<file path="src/rtl/cmult_pipe.sv">
// Pipelined signed fixed-point complex multiplier, C = A*B or A*conj(B).
// Three stages (products, rounded sums, shift + range check) behind a
// valid/ready handshake; all stages stall together when the output is held.
// Build option: define CMULT_SAT_EN to clamp out-of-range components;
// otherwise they wrap to the low W bits. ovf is flagged in both builds.
module cmult_pipe #(
  parameter int W    = 16,
  parameter int FRAC = 15
) (
  input  logic           clk,
  input  logic           reset,
  input  logic           in_valid,
  output logic           in_ready,
  input  logic [2*W-1:0] a,
  input  logic [2*W-1:0] b,
  input  logic           conj_b,
  output logic           out_valid,
  input  logic           out_ready,
  output logic [2*W-1:0] c,
  output logic           ovf
);

  localparam logic signed [2*W:0] RND = {{(2*W){1'b0}}, 1'b1} << (FRAC-1);

  // True when the rounded, shifted sum does not fit in W signed bits.
  function automatic logic range_ovf(input logic signed [2*W:0] x);
    range_ovf = !((&x[2*W:W-1]) || !(|x[2*W:W-1]));
  endfunction

  // Reduce the shifted sum to a W-bit component: clamp or wrap.
  function automatic logic [W-1:0] reduce(input logic signed [2*W:0] x);
`ifdef CMULT_SAT_EN
    if (range_ovf(x))
      reduce = x[2*W] ? {1'b1, {(W-1){1'b0}}} : {1'b0, {(W-1){1'b1}}};
    else
      reduce = x[W-1:0];
`else
    reduce = x[W-1:0];
`endif
  endfunction

  logic                  w_en;
  logic signed [W-1:0]   w_a_re, w_a_im, w_b_re, w_b_im;
  logic signed [2*W-1:0] w_rr, w_ii, w_ri, w_ir;

  logic                  r_vld_p1, r_conj_p1;
  logic signed [2*W-1:0] r_rr_p1, r_ii_p1, r_ri_p1, r_ir_p1;
  logic signed [2*W:0]   w_rr_x, w_ii_x, w_ri_x, w_ir_x;
  logic signed [2*W:0]   w_re_sum, w_im_sum;

  logic                  r_vld_p2;
  logic signed [2*W:0]   r_re_p2, r_im_p2;
  logic signed [2*W:0]   w_re_sh, w_im_sh;

  logic                  r_vld_p3, r_ovf_p3;
  logic [2*W-1:0]        r_c_p3;

  assign w_en      = !r_vld_p3 || out_ready;
  assign in_ready  = w_en;
  assign out_valid = r_vld_p3;
  assign c         = r_c_p3;
  assign ovf       = r_ovf_p3;

  assign w_a_re = a[2*W-1:W];
  assign w_a_im = a[W-1:0];
  assign w_b_re = b[2*W-1:W];
  assign w_b_im = b[W-1:0];

  assign w_rr = w_a_re * w_b_re;
  assign w_ii = w_a_im * w_b_im;
  assign w_ri = w_a_re * w_b_im;
  assign w_ir = w_a_im * w_b_re;

  // Stage 1: partial products, conj select and valid.
  always_ff @(posedge clk or posedge reset) begin
    if (reset) begin
      r_vld_p1  <= 1'b0;
      r_conj_p1 <= 1'b0;
      r_rr_p1   <= '0;
      r_ii_p1   <= '0;
      r_ri_p1   <= '0;
      r_ir_p1   <= '0;
    end else if (w_en) begin
      r_vld_p1  <= in_valid;
      r_conj_p1 <= conj_b;
      r_rr_p1   <= w_rr;
      r_ii_p1   <= w_ii;
      r_ri_p1   <= w_ri;
      r_ir_p1   <= w_ir;
    end
  end

  assign w_rr_x = {r_rr_p1[2*W-1], r_rr_p1};
  assign w_ii_x = {r_ii_p1[2*W-1], r_ii_p1};
  assign w_ri_x = {r_ri_p1[2*W-1], r_ri_p1};
  assign w_ir_x = {r_ir_p1[2*W-1], r_ir_p1};

  assign w_re_sum = (r_conj_p1 ? (w_rr_x + w_ii_x) : (w_rr_x - w_ii_x)) + RND;
  assign w_im_sum = (r_conj_p1 ? (w_ir_x - w_ri_x) : (w_ri_x + w_ir_x)) + RND;

  // Stage 2: real/imag sums with the rounding constant folded in.
  always_ff @(posedge clk or posedge reset) begin
    if (reset) begin
      r_vld_p2 <= 1'b0;
      r_re_p2  <= '0;
      r_im_p2  <= '0;
    end else if (w_en) begin
      r_vld_p2 <= r_vld_p1;
      r_re_p2  <= w_re_sum;
      r_im_p2  <= w_im_sum;
    end
  end

  assign w_re_sh = r_re_p2 >>> FRAC;
  assign w_im_sh = r_im_p2 >>> FRAC;

  // Stage 3: shifted result, overflow flag and output valid.
  always_ff @(posedge clk or posedge reset) begin
    if (reset) begin
      r_vld_p3 <= 1'b0;
      r_ovf_p3 <= 1'b0;
      r_c_p3   <= '0;
    end else if (w_en) begin
      r_vld_p3 <= r_vld_p2;
      r_ovf_p3 <= range_ovf(w_re_sh) || range_ovf(w_im_sh);
      r_c_p3   <= {reduce(w_re_sh), reduce(w_im_sh)};
    end
  end

endmodule

</file>
<file path="config.mk">
export PLATFORM = sky130hd
export DESIGN_NAME = cmult_pipe
export DESIGN_NICKNAME = d
export VERILOG_FILES = /design/src/rtl/cmult_pipe.sv
export SDC_FILE = /design/constraint.sdc
export NUM_CORES = 2
export LEC_CHECK = 0
export CORE_ASPECT_RATIO = 1.2
export CORE_MARGIN = 1
export CORE_UTILIZATION = 60
export CTS_BUF_LIST = sky130_fd_sc_hd__clkbuf_16
export DETAILED_ROUTE_END_ITERATION = 6
export PLACE_DENSITY = 0.86
export SETUP_SLACK_MARGIN = 0.3
export SYNTH_ARGS = -nofsm -noshare
export SYNTH_HDL_FRONTEND = slang
export SYNTH_SLANG_ARGS = --single-unit
</file>
<file path="constraint.sdc">
create_clock -name clk -period 13.45 [get_ports clk]
set_input_delay 1.345 -clock clk [delete_from_list [all_inputs] [get_ports clk]]
set_output_delay 1.345 -clock clk [all_outputs]
set_load 0.1 [all_outputs]
</file>
==> qor.yml <==
logic_synthesis:
  synth-async-reset-ratio: 1.00
  yosysWarnings: 0
  synth.cell_area_um2: 50700
  synth_edf_count: 0
  syn-mean-instance-area_um2: 8.97
  synth_nets: 7169
  yosysSeqAreaShare: 0.0991
  ys_types: 87
  netlist_instances: 5658
  ys_ff_latch: 201
  synthFlopType: "dfrtp_1"
sta:
  finalMaxSlewViolations: 0
  finalHoldViolCount: 0
  period_minus_slack_ps: 9180
  min_period_over_period: 0.682
  rsz0062_at_grt: "false"
  clock_skew_ps: 24.2
  tightestPinTransition_ps: 1490
  clock.fmax_ghz: 0.109
  postLayoutSetupSlackWorst_ps: 4270
  fin_tns_setup_ps: 0
  slew-limit-headroom: 0.00110
  setup_viol: 0
  hold_ws_ps: 459
route:
  vias_per_cell: 5.73
  ant_nets: 0
  wl_per_cell_um: 19.2
  drc_errors: 0
  initialDrtViolationCount: 2733
  dr.pass1.iters: 6
  wl_mm: 129
  num_vias: 38629
worst_setup_path:
  startpoint_type: "primary input"
  r2r_slack_ps: 6620
  r2r_start: "r_ii_p1[4]"
  cp_slowest_cell: "clkdlybuf4s50_1"
  arrival_ps: 9570
  required_ps: 13840
  reg2reg_depth: 20
  crit_family: "adder cells"
  end_kind: "flip-flop"
  critPathBufInv: 5
  r2r_end: "r_re_p2[32]"
  path_class: "primary input to flip-flop"
  max_stage_delay_ps: 1200
  worstPathMaxFanout: 32
  crit_path_frequent_cell: "fa_1"
floorplan:
  coreArea_um2: 83600
  start_util: 0.607
  dieHeight_um: 321
  io_pins: 104
  num_rows: 116
  dieArea_um2: 85800
  chipWidth_um: 267
placement:
  routabilityCongestion: 0.972
  port_buffers: 103
  pre_cts_ws_ps: 3920
  dp.cells: 6699
  dpl.hpwl_mm: 100
cells_and_area:
  syn_to_final_growth_pct: 5.57
  fin_cells: 6745
  fin_nets: 7115
  drive_above_1_share: 0.0269
grt:
  grt_start_max_net_pins: 211
  antenna_found_initial: 1
  grt-ovfl-total: 0
  grt_pass1_wl_mm: 214
  grt_pass1_vias: 41579
  grtUsageTotal: 0.318
hold_path:
  hold_class: "flip-flop to flip-flop"
  min_path_cells: 2
  hold_end: "r_ir_p1[0]"
  hp-start: "r_ir_p1[0]"
clocking:
  post_cts_resize_count: 0
  cts_buffer_depth: 3
  cts_htree_levels: 1
  clk_latency_ps: 570
  cts_root_buffer: "clkbuf_16"
  cts_tree: "yes"
  clk_pin_slew_worst_paths_ps: 60
  post_cts_buffers: 0
  cts_hold_buf: 0
  clock-sinks: 201
  cts_buffers: 24
run:
  drv_cap: 1
run_status:
  outcome: "complete, but fails checks"
  failed_checks: "capacitance limit"
-- cell type report --
type | count | area, um2
well taps | 1121 | 1400
repair buffers | 173 | 1550
inverters | 1182 | 4450
diodes | 2 | 5.00
flip-flops and latches | 201 | 5030
clock buffers | 24 | 601
fillers | 6646 | 30000
multi-input cells | 4022 | 40300
clock inverters | 20 | 199
-- how the worst max path moves through the flow --
stage / startpoint / to / slack (ps) / cells after the start
global placement: a[7] / r_ir_p1[30] / 4190 / 25
floorplan: b[23] / r_rr_p1[31] / 6040 / 26
global route: a[6] / r_ir_p1[28] / 3960 / 25
detailed placement: a[7] / r_ir_p1[28] / 3920 / 25
CTS: a[7] / r_ir_p1[28] / 4480 / 25
finish: a[6] / r_ir_p1[28] / 4270 / 25
-- flip-flops by register name, indices dropped and copies added, names as in the netlist --
signal and cells:
r_vld_p2 1, r_im_p2 18, r_re_p2 18, r_ii_p1 32, out_valid 1, r_vld_p1 1, ovf 1, r_rr_p1 32
r_conj_p1 1, r_ri_p1 32, c 32, r_ir_p1 32
-- layer usage --
layer | routed length [um] | GRT usage | part of all wire | vias to the layer above
li1 | - | - | - | 16881
met1 | 48200 | 0.398 | 0.37 | 19541
met2 | 62800 | 0.534 | 0.49 | 1765
met3 | 9480 | 0.0369 | 0.073 | 442
met4 | 8900 | 0.181 | 0.069 | 0
met5 | 0 | 0 | 0 | -
-- worst register-to-register path, delay by kind of cell, from the launching register on --
family / cells / cell delay, ps
DFF: 1 / 450
and+or+nand+nor: 11 / 3490
adders and majority gates: 1 / 480
AOI/OAI and AO/OA: 5 / 1150
muxes: 1 / 390
xor gates and xnor gates: 2 / 760
-- synth_stat cells (7+ instances only) --
cell type,number,area share
inv_1,1181,0.087
fa_1,1048,0.41
nand2_1,768,0.057
and2_1,498,0.061
ha_1,394,0.097
clkbuf_1,240,0.018
nor2_1,236,0.017
dfrtp_1,201,0.099
a21oi_1,193,0.019
xnor2_1,174,0.030
o21ai_0,118,0.012
xor2_1,96,0.017
a21o_1,49,0.0072
nand2b_1,44,0.0054
nor3_1,43,0.0042
nand3_1,38,0.0037
o21bai_1,29,0.0043
a31oi_1,25,0.0031
nor2b_1,23,0.0028
a211oi_1,20,0.0030
or3_1,17,0.0021
nand4_1,16,0.0020
o21ai_1,14,0.0014
o21a_1,13,0.0019
o31ai_1,13,0.0019
and3_1,11,0.0014
buf_1,10,0.00074
and4_1,9,0.0016
o211ai_1,9,0.0013
nand3b_1,7,0.0010
nor4_1,7,0.00086
o41ai_1,7,0.0012
or4_1,7,0.0010
-- placed cells by master, fill, tap and decap left out, types with 9 or more instances in the layout --
cell type and n:
or3_1 17, inv_1 1182, fa_1 1048, nand2b_1 44
and2_1 498, nor2_1 236, a21o_1 49, o31ai_1 13
buf_4 69, o211ai_1 9, xor2_1 96, and3_1 11
and4_1 9, o21bai_1 29, a21oi_1 193, xnor2_1 174
clkbuf_16 24, nor2b_1 22, o21a_1 13, dfrtp_1 200
ha_1 394, a211oi_1 20, nand2_1 768, nand3_1 38
o21ai_1 14, nand4_1 16, a31oi_1 25, clkdlybuf4s50_1 100
o21ai_0 118, nor3_1 43
-- stage by stage --
| stage | util | cell area (um2) |
|---|---|---|
| 2_1_floorplan | - | 50700 |
| 3_3_place_gp | 0.631 | 52800 |
| 3_5_place_dp | 0.631 | 52800 |
| 4_1_cts | 0.641 | 53600 |
| 5_1_grt | 0.641 | 53600 |
| 6_report | 0.641 | 53600 |
-- cell families after synthesis --
| group | synth area share |
|---|---|
| adder cells (fa/ha/maj) | 0.511 |
| AO/OA/AOI/OAI | 0.0665 |
| multiplexers | 0.00170 |
| buffers and inverters | 0.106 |
| AND/OR/NAND/NOR | 0.169 |
| XOR/XNOR | 0.0472 |
| flip-flops | 0.0991 |
Power is left out: the tool's default activity adds up to more than one toggle a clock period on the data nets, which glitch-free logic cannot reach.
